File: config.mk
export PLATFORM = sky130hd
export DESIGN_NAME = mmio_uart_ctr
export DESIGN_NICKNAME = d
export VERILOG_FILES = /design/src/rtl/mmio_uart_ctr.sv
export SDC_FILE = /design/constraint.sdc
export NUM_CORES = 1
export LEC_CHECK = 0
export BUFFER_PORTS_ARGS = -buffer_cell sky130_fd_sc_hd__buf_2
export CAP_MARGIN = 20
export CORE_MARGIN = 2
export CORE_UTILIZATION = 55
export DETAILED_ROUTE_END_ITERATION = 8
export GPL_TIMING_DRIVEN = 0
export PLACE_DENSITY = 0.84
export SLEW_MARGIN = 20
export SYNTH_ARGS = -nofsm -noshare
export SYNTH_HDL_FRONTEND = slang
export SYNTH_HIERARCHICAL = 1
export SYNTH_SLANG_ARGS = --single-unit
File: constraint.sdc
create_clock -name clk -period 2.6 [get_ports clk]
set_input_delay 0.52 -clock clk [delete_from_list [all_inputs] [get_ports clk]]
set_output_delay 0.52 -clock clk [all_outputs]
set_load 0.005 [all_outputs]
File: src/rtl/mmio_uart_ctr.sv
// ============================================================================
// mmio_uart_ctr -- MMIO peripheral: UART with RX FIFO (optional TX FIFO) plus
// cycle, retired-instruction and generic event counters.
//
// Optional feature macro: MMIO_TX_FIFO_EN
//   defined   : TX writes are queued in a TX_DEPTH FIFO that drains into the uart.
//   undefined : TX writes go straight to the uart and are dropped if it is busy.
//
// Address map (byte offsets, addr[15:0]):
//   0x00 CTRL  RO  {29'b0, rx_ovf, rx_valid, tx_ready}
//   0x04 RX    RO  pops one byte (0 when empty)
//   0x08 TX    WO  pushes wdata[7:0]
//   0x10 CYC   RO  cycle counter
//   0x14 INST  RO  retired-instruction counter
//   0x18 CRST  WO  any write clears all counters and rx_ovf
//   0x20+4k    RO  EVT[k], k < NUM_EVT
//
// Ports:
//   clk, rst         clock, synchronous active-high reset
//   rd_en, wr_en     MMIO strobes (mutually exclusive)
//   addr, wdata      MMIO byte offset and write data
//   rdata            registered read data, 1-cycle latency, held between reads
//   inst_valid       a real instruction retires this cycle
//   evt_in           per-cycle event pulses, one per event counter
//   serial_in/out    UART line
//
// Also contains the uart (uart_tx + uart_rx) used by the peripheral.
// ============================================================================

// ----------------------------------------------------------------------------
// uart_tx -- 8N1 transmitter. data_in_ready is high while idle; a byte is
// accepted on data_in_valid && data_in_ready and shifted out LSB first.
// ----------------------------------------------------------------------------
module uart_tx #(
    parameter int CLOCK_FREQ = 125_000_000,
    parameter int BAUD_RATE  = 115_200
) (
    input  logic       clk,
    input  logic       rst,
    input  logic [7:0] data_in,
    input  logic       data_in_valid,
    output logic       data_in_ready,
    output logic       serial_out
);
    localparam int SYM = CLOCK_FREQ / BAUD_RATE;
    localparam int CW  = $clog2(SYM) + 1;

    logic [9:0]    shift;
    logic [3:0]    bits_left;
    logic [CW-1:0] clk_cnt;

    assign data_in_ready = (bits_left == 4'd0);
    // Idle line is high regardless of what the data shifter holds.
    assign serial_out    = data_in_ready ? 1'b1 : shift[0];

    always_ff @(posedge clk) begin
        if (rst) begin
            bits_left <= 4'd0;
            clk_cnt   <= '0;
        end else if (data_in_valid && data_in_ready) begin
            bits_left <= 4'd10;
            clk_cnt   <= CW'(SYM - 1);
        end else if (bits_left != 4'd0) begin
            if (clk_cnt == '0) begin
                bits_left <= bits_left - 1'b1;
                clk_cnt   <= CW'(SYM - 1);
            end else begin
                clk_cnt <= clk_cnt - 1'b1;
            end
        end
    end

    always_ff @(posedge clk) begin
        if (data_in_valid && data_in_ready)
            shift <= {1'b1, data_in, 1'b0};
        else if (bits_left != 4'd0 && clk_cnt == '0)
            shift <= {1'b1, shift[9:1]};
    end
endmodule

// ----------------------------------------------------------------------------
// uart_rx -- 8N1 receiver. Samples each bit mid-symbol; a completed byte is
// held with data_out_valid until accepted with data_out_ready. A frame that
// completes while the previous byte is still held overwrites it.
// ----------------------------------------------------------------------------
module uart_rx #(
    parameter int CLOCK_FREQ = 125_000_000,
    parameter int BAUD_RATE  = 115_200
) (
    input  logic       clk,
    input  logic       rst,
    input  logic       serial_in,
    output logic [7:0] data_out,
    output logic       data_out_valid,
    input  logic       data_out_ready
);
    localparam int SYM = CLOCK_FREQ / BAUD_RATE;
    localparam int CW  = $clog2(SYM) + 1;

    logic          rx_s1, rx_s2;
    logic          busy;
    logic [3:0]    bit_idx;
    logic [CW-1:0] clk_cnt;
    logic [7:0]    shift;
    logic [7:0]    hold;
    logic          hold_vld;
    logic          sample;

    assign sample         = busy && (clk_cnt == '0);
    assign data_out       = hold;
    assign data_out_valid = hold_vld;

    always_ff @(posedge clk) begin
        if (rst) begin
            // Synchronizer resets to the idle level so reset never looks like a start bit.
            rx_s1    <= 1'b1;
            rx_s2    <= 1'b1;
            busy     <= 1'b0;
            bit_idx  <= 4'd0;
            clk_cnt  <= '0;
            hold_vld <= 1'b0;
        end else begin
            rx_s1 <= serial_in;
            rx_s2 <= rx_s1;
            if (hold_vld && data_out_ready)
                hold_vld <= 1'b0;
            if (!busy) begin
                if (!rx_s2) begin
                    busy    <= 1'b1;
                    bit_idx <= 4'd0;
                    clk_cnt <= CW'(SYM / 2 - 1);
                end
            end else if (clk_cnt != '0) begin
                clk_cnt <= clk_cnt - 1'b1;
            end else begin
                clk_cnt <= CW'(SYM - 1);
                if (bit_idx == 4'd0 && rx_s2) begin
                    busy <= 1'b0;                  // start bit gone by mid-symbol: glitch
                end else if (bit_idx == 4'd9) begin
                    busy <= 1'b0;
                    if (rx_s2)
                        hold_vld <= 1'b1;          // only framed bytes are delivered
                end else begin
                    bit_idx <= bit_idx + 1'b1;
                end
            end
        end
    end

    always_ff @(posedge clk) begin
        if (sample && bit_idx >= 4'd1 && bit_idx <= 4'd8)
            shift <= {rx_s2, shift[7:1]};
        if (sample && bit_idx == 4'd9 && rx_s2)
            hold <= shift;
    end
endmodule

// ----------------------------------------------------------------------------
// uart -- ready/valid byte interface over an 8N1 serial line.
// ----------------------------------------------------------------------------
module uart #(
    parameter int CLOCK_FREQ = 125_000_000,
    parameter int BAUD_RATE  = 115_200
) (
    input  logic       clk,
    input  logic       rst,
    input  logic [7:0] data_in,
    input  logic       data_in_valid,
    output logic       data_in_ready,
    output logic [7:0] data_out,
    output logic       data_out_valid,
    input  logic       data_out_ready,
    input  logic       serial_in,
    output logic       serial_out
);
    uart_tx #(.CLOCK_FREQ(CLOCK_FREQ), .BAUD_RATE(BAUD_RATE)) u_tx (
        .clk           (clk),
        .rst           (rst),
        .data_in       (data_in),
        .data_in_valid (data_in_valid),
        .data_in_ready (data_in_ready),
        .serial_out    (serial_out)
    );

    uart_rx #(.CLOCK_FREQ(CLOCK_FREQ), .BAUD_RATE(BAUD_RATE)) u_rx (
        .clk            (clk),
        .rst            (rst),
        .serial_in      (serial_in),
        .data_out       (data_out),
        .data_out_valid (data_out_valid),
        .data_out_ready (data_out_ready)
    );
endmodule

// ----------------------------------------------------------------------------
// mmio_uart_ctr -- top level
// ----------------------------------------------------------------------------
module mmio_uart_ctr #(
    parameter int CPU_CLOCK_FREQ = 125_000_000,
    parameter int BAUD_RATE      = 115_200,
    parameter int RX_DEPTH       = 8,
    parameter int TX_DEPTH       = 8,
    parameter int CTR_W          = 32,
    parameter int NUM_EVT        = 2
) (
    input  logic               clk,
    input  logic               rst,
    input  logic               rd_en,
    input  logic               wr_en,
    input  logic [15:0]        addr,
    input  logic [31:0]        wdata,
    output logic [31:0]        rdata,
    input  logic               inst_valid,
    input  logic [NUM_EVT-1:0] evt_in,
    input  logic               serial_in,
    output logic               serial_out
);
    localparam logic [15:0] A_CTRL = 16'h0000;
    localparam logic [15:0] A_RX   = 16'h0004;
    localparam logic [15:0] A_TX   = 16'h0008;
    localparam logic [15:0] A_CYC  = 16'h0010;
    localparam logic [15:0] A_INST = 16'h0014;
    localparam logic [15:0] A_CRST = 16'h0018;
    localparam logic [15:0] A_EVT  = 16'h0020;
    localparam int          RX_AW  = $clog2(RX_DEPTH);

    logic       rx_rd, tx_wr, crst_wr;
    logic [7:0] uart_in;
    logic       uart_in_valid, uart_in_ready;
    logic [7:0] uart_out;
    logic       uart_out_valid, uart_out_ready;
    logic       tx_ready;

    assign rx_rd   = rd_en && (addr == A_RX);
    assign tx_wr   = wr_en && (addr == A_TX);
    assign crst_wr = wr_en && (addr == A_CRST);

    // Upper write-data bits carry nothing for this peripheral.
    logic unused_wdata;
    assign unused_wdata = ^wdata[31:8];

    uart #(.CLOCK_FREQ(CPU_CLOCK_FREQ), .BAUD_RATE(BAUD_RATE)) u_uart (
        .clk            (clk),
        .rst            (rst),
        .data_in        (uart_in),
        .data_in_valid  (uart_in_valid),
        .data_in_ready  (uart_in_ready),
        .data_out       (uart_out),
        .data_out_valid (uart_out_valid),
        .data_out_ready (uart_out_ready),
        .serial_in      (serial_in),
        .serial_out     (serial_out)
    );

    // ---------------- RX FIFO ----------------
    // Pointers carry one extra wrap bit so full and empty are distinguishable.
    logic [7:0]     rx_mem [RX_DEPTH];
    logic [RX_AW:0] rx_wptr, rx_rptr;
    logic           rx_empty, rx_full, rx_push, rx_pop, rx_ovf;

    assign rx_empty       = (rx_wptr == rx_rptr);
    assign rx_full        = (rx_wptr[RX_AW] != rx_rptr[RX_AW]) &&
                            (rx_wptr[RX_AW-1:0] == rx_rptr[RX_AW-1:0]);
    assign uart_out_ready = !rx_full;
    assign rx_push        = uart_out_valid && !rx_full;
    assign rx_pop         = rx_rd && !rx_empty;

    always_ff @(posedge clk) begin
        if (rst) begin
            rx_wptr <= '0;
            rx_rptr <= '0;
        end else begin
            if (rx_push) rx_wptr <= rx_wptr + 1'b1;
            if (rx_pop)  rx_rptr <= rx_rptr + 1'b1;
        end
    end

    always_ff @(posedge clk) begin
        if (rx_push)
            rx_mem[rx_wptr[RX_AW-1:0]] <= uart_out;
    end

    // Sticky: the uart keeps offering its byte while the FIFO is full.
    always_ff @(posedge clk) begin
        if (rst || crst_wr)
            rx_ovf <= 1'b0;
        else if (uart_out_valid && rx_full)
            rx_ovf <= 1'b1;
    end

    // ---------------- TX path ----------------
`ifdef MMIO_TX_FIFO_EN
    localparam int TX_AW = $clog2(TX_DEPTH);

    logic [7:0]     tx_mem [TX_DEPTH];
    logic [TX_AW:0] tx_wptr, tx_rptr;
    logic           tx_empty, tx_full, tx_push, tx_pop;

    assign tx_empty      = (tx_wptr == tx_rptr);
    assign tx_full       = (tx_wptr[TX_AW] != tx_rptr[TX_AW]) &&
                           (tx_wptr[TX_AW-1:0] == tx_rptr[TX_AW-1:0]);
    assign tx_push       = tx_wr && !tx_full;      // write into a full FIFO is dropped
    assign tx_pop        = !tx_empty && uart_in_ready;
    assign uart_in       = tx_mem[tx_rptr[TX_AW-1:0]];
    assign uart_in_valid = !tx_empty;
    assign tx_ready      = !tx_full;

    always_ff @(posedge clk) begin
        if (rst) begin
            tx_wptr <= '0;
            tx_rptr <= '0;
        end else begin
            if (tx_push) tx_wptr <= tx_wptr + 1'b1;
            if (tx_pop)  tx_rptr <= tx_rptr + 1'b1;
        end
    end

    always_ff @(posedge clk) begin
        if (tx_push)
            tx_mem[tx_wptr[TX_AW-1:0]] <= wdata[7:0];
    end
`else
    localparam int unused_tx_depth = TX_DEPTH;

    // Single-cycle offer to the uart; lost if the transmitter is busy.
    assign uart_in       = wdata[7:0];
    assign uart_in_valid = tx_wr;
    assign tx_ready      = uart_in_ready;
`endif

    // ---------------- Counters ----------------
    logic [CTR_W-1:0] cyc;
    logic [CTR_W-1:0] inst;
    logic [CTR_W-1:0] evt [NUM_EVT];

    // A CRST write wins over every increment in the same cycle.
    always_ff @(posedge clk) begin
        if (rst || crst_wr) begin
            cyc  <= '0;
            inst <= '0;
            for (int k = 0; k < NUM_EVT; k++)
                evt[k] <= '0;
        end else begin
            cyc <= cyc + 1'b1;
            if (inst_valid)
                inst <= inst + 1'b1;
            for (int k = 0; k < NUM_EVT; k++)
                if (evt_in[k])
                    evt[k] <= evt[k] + 1'b1;
        end
    end

    // ---------------- Read mux / rdata register ----------------
    // Everything is sampled from current register state, so counters read
    // their pre-increment value and CTRL reflects the rd_en cycle.
    logic [31:0] rd_mux;

    always_comb begin
        rd_mux = '0;
        case (addr)
            A_CTRL:  rd_mux = {29'b0, rx_ovf, !rx_empty, tx_ready};
            A_RX:    rd_mux = rx_empty ? 32'h0 : {24'b0, rx_mem[rx_rptr[RX_AW-1:0]]};
            A_CYC:   rd_mux = 32'(cyc);
            A_INST:  rd_mux = 32'(inst);
            default: rd_mux = '0;
        endcase
        for (int k = 0; k < NUM_EVT; k++)
            if (addr == A_EVT + 16'(4 * k))
                rd_mux = 32'(evt[k]);
    end

    always_ff @(posedge clk) begin
        if (rst)
            rdata <= '0;
        else if (rd_en)
            rdata <= rd_mux;
    end
endmodule

==> flow_summary_export.csv, run 1 <==
group,metric,value,unit
cells_and_area,mostFrequentLayoutCells,"nor2_1, edfxtp_1, dfxtp_1",
setup_path,crit_path_start_kind,"register",
timing,finalSetupViolCount,0,
clock_network,cts_max_level,1,
clock_network,cts_tree,"built",
timing,finClkSkew,0.0149,ns
die,io_pins,89,
power,pwr_density_cell,693,nW/µm²
clock_network,clock_path_buffers,3,
clock_network,clockRootBuffer,"clkbuf_16",
yosys,synth_area_per_cell,10.7,µm²
yosys,ys_ff_latch,297,
grt,antenna_found_initial,5,
placed_design,dpl.hpwl,24.9,mm
timing,max_clock_freq,0.386,GHz
setup_path,critPathRequiredTime,2.79,ns
cells_and_area,area_growth,13.3,%
routing,drt-vias-per-instance,6.26,
yosys,synth_edf_count,152,
routing,vias,11200,
routing,drcViolationCount,0,
timing,worst_pin_slew,0.846,ns
die,die_h,165,µm
power,ir_drop,0.561,mV
routing,wirelength,35.3,mm
timing,final_hold_viol_count,0,
placed_design,portBuffers,62,
setup_path,end_kind,"register",
job,drv_cap,0,
yosys,ys.warnings.count,6,
cells_and_area,utilization,63.6,%
run_status,outcome,"complete, no violations",
timing,hold_ws,0.160,ns
clock_network,clk_pin_slew_worst_paths,0.06,ns
setup_path,path_max_fanout,8,
cells_and_area,nets,1505,
clock_network,cts_made_buffers,30,
timing,grt_setup_unrepaired,"yes",
power,netSwitchingPower,2930,µW
timing,worst_slack,0.00649,ns
routing,wire_per_inst,19.7,µm
setup_path,arrival,2.78,ns
die,coreArea,25300,µm²
grt,grt_pass1_wl,55.1,mm
die,rows,58,
clock_network,clock_latency,0.56,ns
grt,grt_pass1_vias,10500,
cells_and_area,mostFrequentLayoutCell,"nor2_1",
power,comb_power_share,13.1,%
grt,gr-usage-all-layers,25.5,%
routing,drtIter0Drc,1367,
timing,period_minus_slack,2.59,ns
yosys,ys_seq_area_share,52.5,%
clock_network,ctsHoldBuffers,0,
cells_and_area,drive_gt1_share,15.5,%
power,seqPwrFrac,48.6,%
timing,period_share,99.8,%
routing,antenna_left,0,
die,die-area,27200,µm²
setup_path,crit_type,"register to register",
routing,drtPass1Iterations,7,
clock_network,cts_sinks,297,
grt,grt_max_degree,33,
power,p_sw_share,26.2,%
cells_and_area,final_cell_area,16100,µm²
power,internal_power,8240,µW
yosys,synth.net_count,1401,
placed_design,place_area,15000,µm²
yosys,synth-async-reset-ratio,0,%
timing,relSlewSlack,43.3,%
min_path,hold_class,"input port to register",
timing,drv_slew,0,
power,pwr-share-clk,38.3,%
yosys,synth_cells,1331,
yosys,netlist_area,14200,µm²
die,initial_core_util,56.2,%
power,p_leak,0.00542,µW
placed_design,routabilityCongestion,0.915,
placed_design,place_ws,-0.901,ns
grt,overflow,0,
yosys,ys_types,83,
die,die_width,165,µm
yosys,synth_ff_type,"edfxtp_1",
## kinds of logic (layout without fill, tap and decap cells)
family | count (synthesis) | count (layout) | synth area share [%]
AO/OA/AOI/OAI | 205 | 205 | 10.3
adder cells (fa/ha/maj) | 14 | 14 | 1.23
other | 0 | 2 | 0
AND/OR/NAND/NOR | 550 | 550 | 21.3
buffers and inverters | 111 | 239 | 3.51
XOR/XNOR | 121 | 121 | 7.45
multiplexers | 33 | 33 | 3.75
flip-flops | 297 | 297 | 52.5
## final timing paths
path / start / to / slack, ns / depth (start not counted)
max: rx_wptr[0]$_SDFFE_PP0P_ / rx_mem[5][6]$_DFFE_PP_ / 0.006 / 5
min: serial_in / u_uart/u_rx/rx_s1$_SDFF_PP1_ / 0.16 / 2
max reg2reg: rx_wptr[0]$_SDFFE_PP0P_ / rx_mem[5][6]$_DFFE_PP_ / 0.006 / 5
min reg2reg: u_uart/u_rx/rx_s1$_SDFF_PP1_ / u_uart/u_rx/rx_s2$_SDFF_PP1_ / 0.42 / 1
## layer usage
metal | GRT usage (%) | share of wire [%] | wire length, µm | vias to the layer above
met2 | 41.7 | 47 | 16700 | 529
li1 | - | - | - | 5208
met5 | 0 | 0.12 | 41 | -
met3 | 6.10 | 9.0 | 3190 | 73
met4 | 9.21 | 2.8 | 998 | 6
met1 | 33.3 | 41 | 14300 | 5392
## worst max-delay path: stages (launching register included)
cell and delay (ns):
dfxtp_1 0.33, clkbuf_1 0.32, xnor2_1 0.17, a41oi_1 0.49, nand2_1 0.21, nor3b_2 0.70
## final cells by class
class / instances / area, µm²
antenna: 2 / 5.00
buffer: 74 / 362
clock buffer: 36 / 795
clock inverter: 20 / 175
fill: 1895 / 9210
inverter: 37 / 139
multi-input combinational: 923 / 6350
sequential: 297 / 7470
tap: 330 / 413
timing repair buffer: 72 / 414
## metrics by stage
step           instances  total power [µW]  TNS (ns)
6_report            1791             11200         0
5_1_grt             1791             11600     -4.85
4_1_cts             1781             11200         0
3_5_place_dp        1723              6930   -100.31
3_3_place_gp        1723              6870    -89.79
2_1_floorplan       1331              6540         0
## cell usage after synthesis (10+ instances only)
master / n / share of area (%)
nor3_2: 10 / 0.70
nor3_1: 40 / 1.4
or3_1: 29 / 1.3
nand4_1: 36 / 1.6
nand3_1: 55 / 1.9
buf_2: 21 / 0.74
xor2_1: 42 / 2.6
a21oi_1: 37 / 1.3
xnor2_1: 79 / 4.9
a222oi_1: 24 / 1.7
dfxtp_1: 145 / 20
inv_1: 36 / 0.95
buf_4: 10 / 0.53
nor4_1: 33 / 1.5
nand2_1: 70 / 1.8
edfxtp_1: 152 / 32
o22ai_1: 32 / 1.4
clkbuf_1: 39 / 1.0
mux4_2: 15 / 2.4
a211oi_1: 27 / 1.4
o21ai_0: 22 / 0.77
ha_1: 14 / 1.2
nor2_1: 159 / 4.2
and3_1: 13 / 0.57
a31oi_1: 12 / 0.53
nand2b_1: 24 / 1.1
and4_1: 20 / 1.2
## sequential cells by signal (all words and copies together), names as in the netlist, named ones only
signal and count:
rx_mem 64, u_uart/u_tx/clk_cnt 12, evt 64, u_uart/u_rx/shift 8, u_uart/u_rx/bit_idx 4, inst 32
u_uart/u_tx/shift 9, u_uart/u_rx/rx_s1 1, rx_rptr 4, rx_ovf 1, rx_wptr 4, u_uart/u_rx/busy 1
cyc 32, u_uart/u_rx/data_out 8, u_uart/u_rx/data_out_valid 1, u_uart/u_rx/clk_cnt 12, u_uart/u_tx/bits_left 4, u_uart/u_rx/rx_s2 1
rdata 32
## power groups by stage
| stage | logic (µW) | registers (µW) | clock network (µW) |
|---|---|---|---|
| finish | 1470 | 5420 | 4280 |
| global route | 1620 | 5450 | 4490 |
| CTS | 1450 | 5410 | 4310 |
| detailed placement | 1420 | 5510 | 0 |
| global placement | 1370 | 5500 | 0 |
| floorplan | 1100 | 5440 | 0 |
## what timing repair did
item / in CTS / in global routing
setup endpoints to repair: 80 / 137
gates resized for setup: 4 / 10
pin swaps: 2 / 3
setup buffers: 2 / 8
Note: power is estimated with default switching activity, not from simulation.
==> run 2: changes to the inputs <==
--- a/config.mk
+++ b/config.mk
@@ -5,13 +5,14 @@
 export SDC_FILE = /design/constraint.sdc
 export NUM_CORES = 1
 export LEC_CHECK = 0
+export ABC_AREA = 1
 export BUFFER_PORTS_ARGS = -buffer_cell sky130_fd_sc_hd__buf_2
 export CAP_MARGIN = 20
 export CORE_MARGIN = 2
-export CORE_UTILIZATION = 55
+export CORE_UTILIZATION = 56
 export DETAILED_ROUTE_END_ITERATION = 8
 export GPL_TIMING_DRIVEN = 0
-export PLACE_DENSITY = 0.84
+export PLACE_DENSITY = 0.85
 export SLEW_MARGIN = 20
 export SYNTH_ARGS = -nofsm -noshare
 export SYNTH_HDL_FRONTEND = slang
==> run 2 against run 1 <==
Net effect: power increased by 8.5%; critical path depth increased by 2; critical endpoint is now serial_out; routed wire length increased by 15%; count of clock-buffer cells in the layout unchanged; critical path type is now register to output port; setup slack improved by 0.090 ns; via count increased by 25%.
==> flow_summary_export.csv, run 2 <==
group,metric,value,unit
run_status,outcome,"complete, no violations",
timing,period_minus_slack,2.50,ns
yosys,synth-async-reset-ratio,0,%
placed_design,portBuffers,61,
routing,vias,14000,
yosys,synth_ff_type,"edfxtp_1",
placed_design,dpl.hpwl,29.8,mm
setup_path,cp_slowest_cell,"dfxtp_1",
setup_path,crit_path_cell_trace,"inv_1 -> ha_2 -> nand2_2 -> nor2_4 -> buf_4 -> or2_2 -> buf_2",
die,io_pins,89,
yosys,synth_cells,1979,
cells_and_area,mostFrequentLayoutCell,"nand2_1",
yosys,synth_top_area_cell,"edfxtp_1",
timing,period_share,96.3,%
grt,gr-usage-all-layers,27.7,%
die,coreArea,27800,µm²
die,die_width,172,µm
job,drv_cap,0,
clock_network,ctsHoldBuffers,0,
routing,drt-vias-per-instance,5.65,
yosys,synth.net_count,2049,
yosys,netlist_top_cells_area,"edfxtp_1, dfxtp_1, nand2_1",
clock_network,cts_tree,"built",
clock_network,clock_latency,0.57,ns
routing,wire_per_inst,16.4,µm
grt,grt_pass1_vias,13200,
routing,antenna_left,0,
cells_and_area,antenna_cells,0,
cells_and_area,area_growth,11.7,%
yosys,synth_edf_count,152,
cells_and_area,mostFrequentLayoutCells,"nand2_1, nor2_1, inv_1",
yosys,yosysTopAreaCellShare,28.9,%
timing,finClkSkew,0.0146,ns
timing,drv_slew,0,
placed_design,place_area,16600,µm²
yosys,ys_ff_latch,297,
setup_path,crit_path_start_kind,"register",
power,ir_drop,0.954,mV
yosys,yosysMostFrequentCell,"nand2_1",
grt,grt_max_degree,33,
setup_path,max_stage_delay,0.33,ns
die,die-area,29500,µm²
routing,drtIter0Drc,1558,
clock_network,cts_max_level,1,
setup_path,critPathRequiredTime,2.08,ns
grt,grt_pass1_wl,64.8,mm
die,die_h,172,µm
timing,final_hold_viol_count,0,
grt,antenna_found_initial,1,
power,pwr_density_cell,687,nW/µm²
yosys,ys_seq_area_share,47.3,%
timing,relSlewSlack,32.1,%
setup_path,crit_type,"register to output port",
setup_path,path_max_fanout,10,
clock_network,cts_made_buffers,31,
routing,drcViolationCount,0,
setup_path,arrival,1.98,ns
setup_path,cp.buffers_inverters,3,
yosys,yosys-top-cells-count,"nand2_1, nor2_1, inv_1, edfxtp_1, dfxtp_1",
clock_network,cts_sinks,297,
placed_design,routabilityCongestion,0.948,
clock_network,clockRootBuffer,"clkbuf_16",
cells_and_area,drive_gt1_share,14.7,%
setup_path,crit_family,"simple AND/OR/NAND/NOR gates",
min_path,hold_class,"input port to register",
die,rows,61,
yosys,netlist_area,15800,µm²
grt,overflow,0,
yosys,ys.warnings.count,6,
timing,max_clock_freq,0.399,GHz
timing,grt_setup_unrepaired,"no",
yosys,ys_types,54,
timing,finalSetupViolCount,0,
clock_network,clk_pin_slew_worst_paths,0.06,ns
cells_and_area,final_cell_area,17600,µm²
routing,drtPass1Iterations,8,
power,p_leak,0.00672,µW
setup_path,end_kind,"output port",
timing,hold_ws,0.133,ns
yosys,synth_area_per_cell,7.97,µm²
cells_and_area,nets,2143,
routing,wirelength,40.7,mm
die,initial_core_util,56.8,%
clock_network,clock_path_buffers,3,
timing,worst_pin_slew,1.01,ns
-- run 2: where the power goes --
group,internal [µW],switching (µW)
Clock,2600,1980
Sequential,5180,219
Combinational,714,1410
Total,8500,3610
-- run 2: repair_timing --
action                     in CTS  in global routing
setup buffers                   0                  0
gates resized for setup         1                  0
setup endpoints to repair       1                  0
-- run 2: cell families after synthesis --
group	Yosys count	share of synthesized area, %
compound gates	182	6.47
buf+inv	254	6.95
fa+ha+maj	14	1.11
xor+xnor	59	3.27
flops	297	47.3
simple gates	1173	34.9
-- run 2: cell type report --
class	instances	area, µm²
inverter	198	749
buffer	56	348
clock inverter	22	209
fill	2282	10100
multi-input combinational	1428	7220
tap	378	473
sequential	297	7470
timing repair buffer	61	305
clock buffer	36	857
-- run 2: worst paths after layout --
| kind | slack [ns] | cells after the start | to | startpoint |
|---|---|---|---|---|
| max | 0.1 | 7 | serial_out | u_uart/u_tx/bits_left[0]$_SDFFE_PP0P_ |
| min reg2reg | 0.42 | 1 | u_uart/u_rx/rx_s2$_SDFF_PP1_ | u_uart/u_rx/rx_s1$_SDFF_PP1_ |
| max reg2reg | 0.15 | 6 | rx_mem[6][1]$_DFFE_PP_ | rx_rptr[3]$_SDFFE_PP0P_ |
| min | 0.13 | 2 | u_uart/u_rx/rx_s1$_SDFF_PP1_ | serial_in |
-- run 2: worst register-to-register path, stage by stage (launching register included) --
cell and delay [ns]:
dfxtp_1 0.35, xnor2_1 0.26, inv_1 0.12, nand2_1 0.10
nand2_1 0.12, or2_2 0.36, nor2_1 0.76
-- run 2: per-stage QoR --
stage / setup WS, ns / utilization (%) / total power (µW) / TNS (ns) / instances
finish: 0.0961 / 63.5 / 12100 / 0 / 2476
global route: 0.0129 / 63.5 / 12600 / 0 / 2476
CTS: 0.0779 / 63.5 / 12100 / 0 / 2476
detailed placement: -0.389 / 59.6 / 7590 / -24.53 / 2418
global placement: -0.762 / 59.6 / 7500 / -48.11 / 2418
floorplan: 0.266 / - / 7110 / 0 / 1979
-- run 2: routing by layer --
metal	vias to the layer above	share of wire (%)	track usage, %
li1	6683	-	-
met1	6473	40	36.4
met2	705	47	45.9
met3	126	9.2	4.81
met4	2	3.9	10.3
met5	-	0.042	0
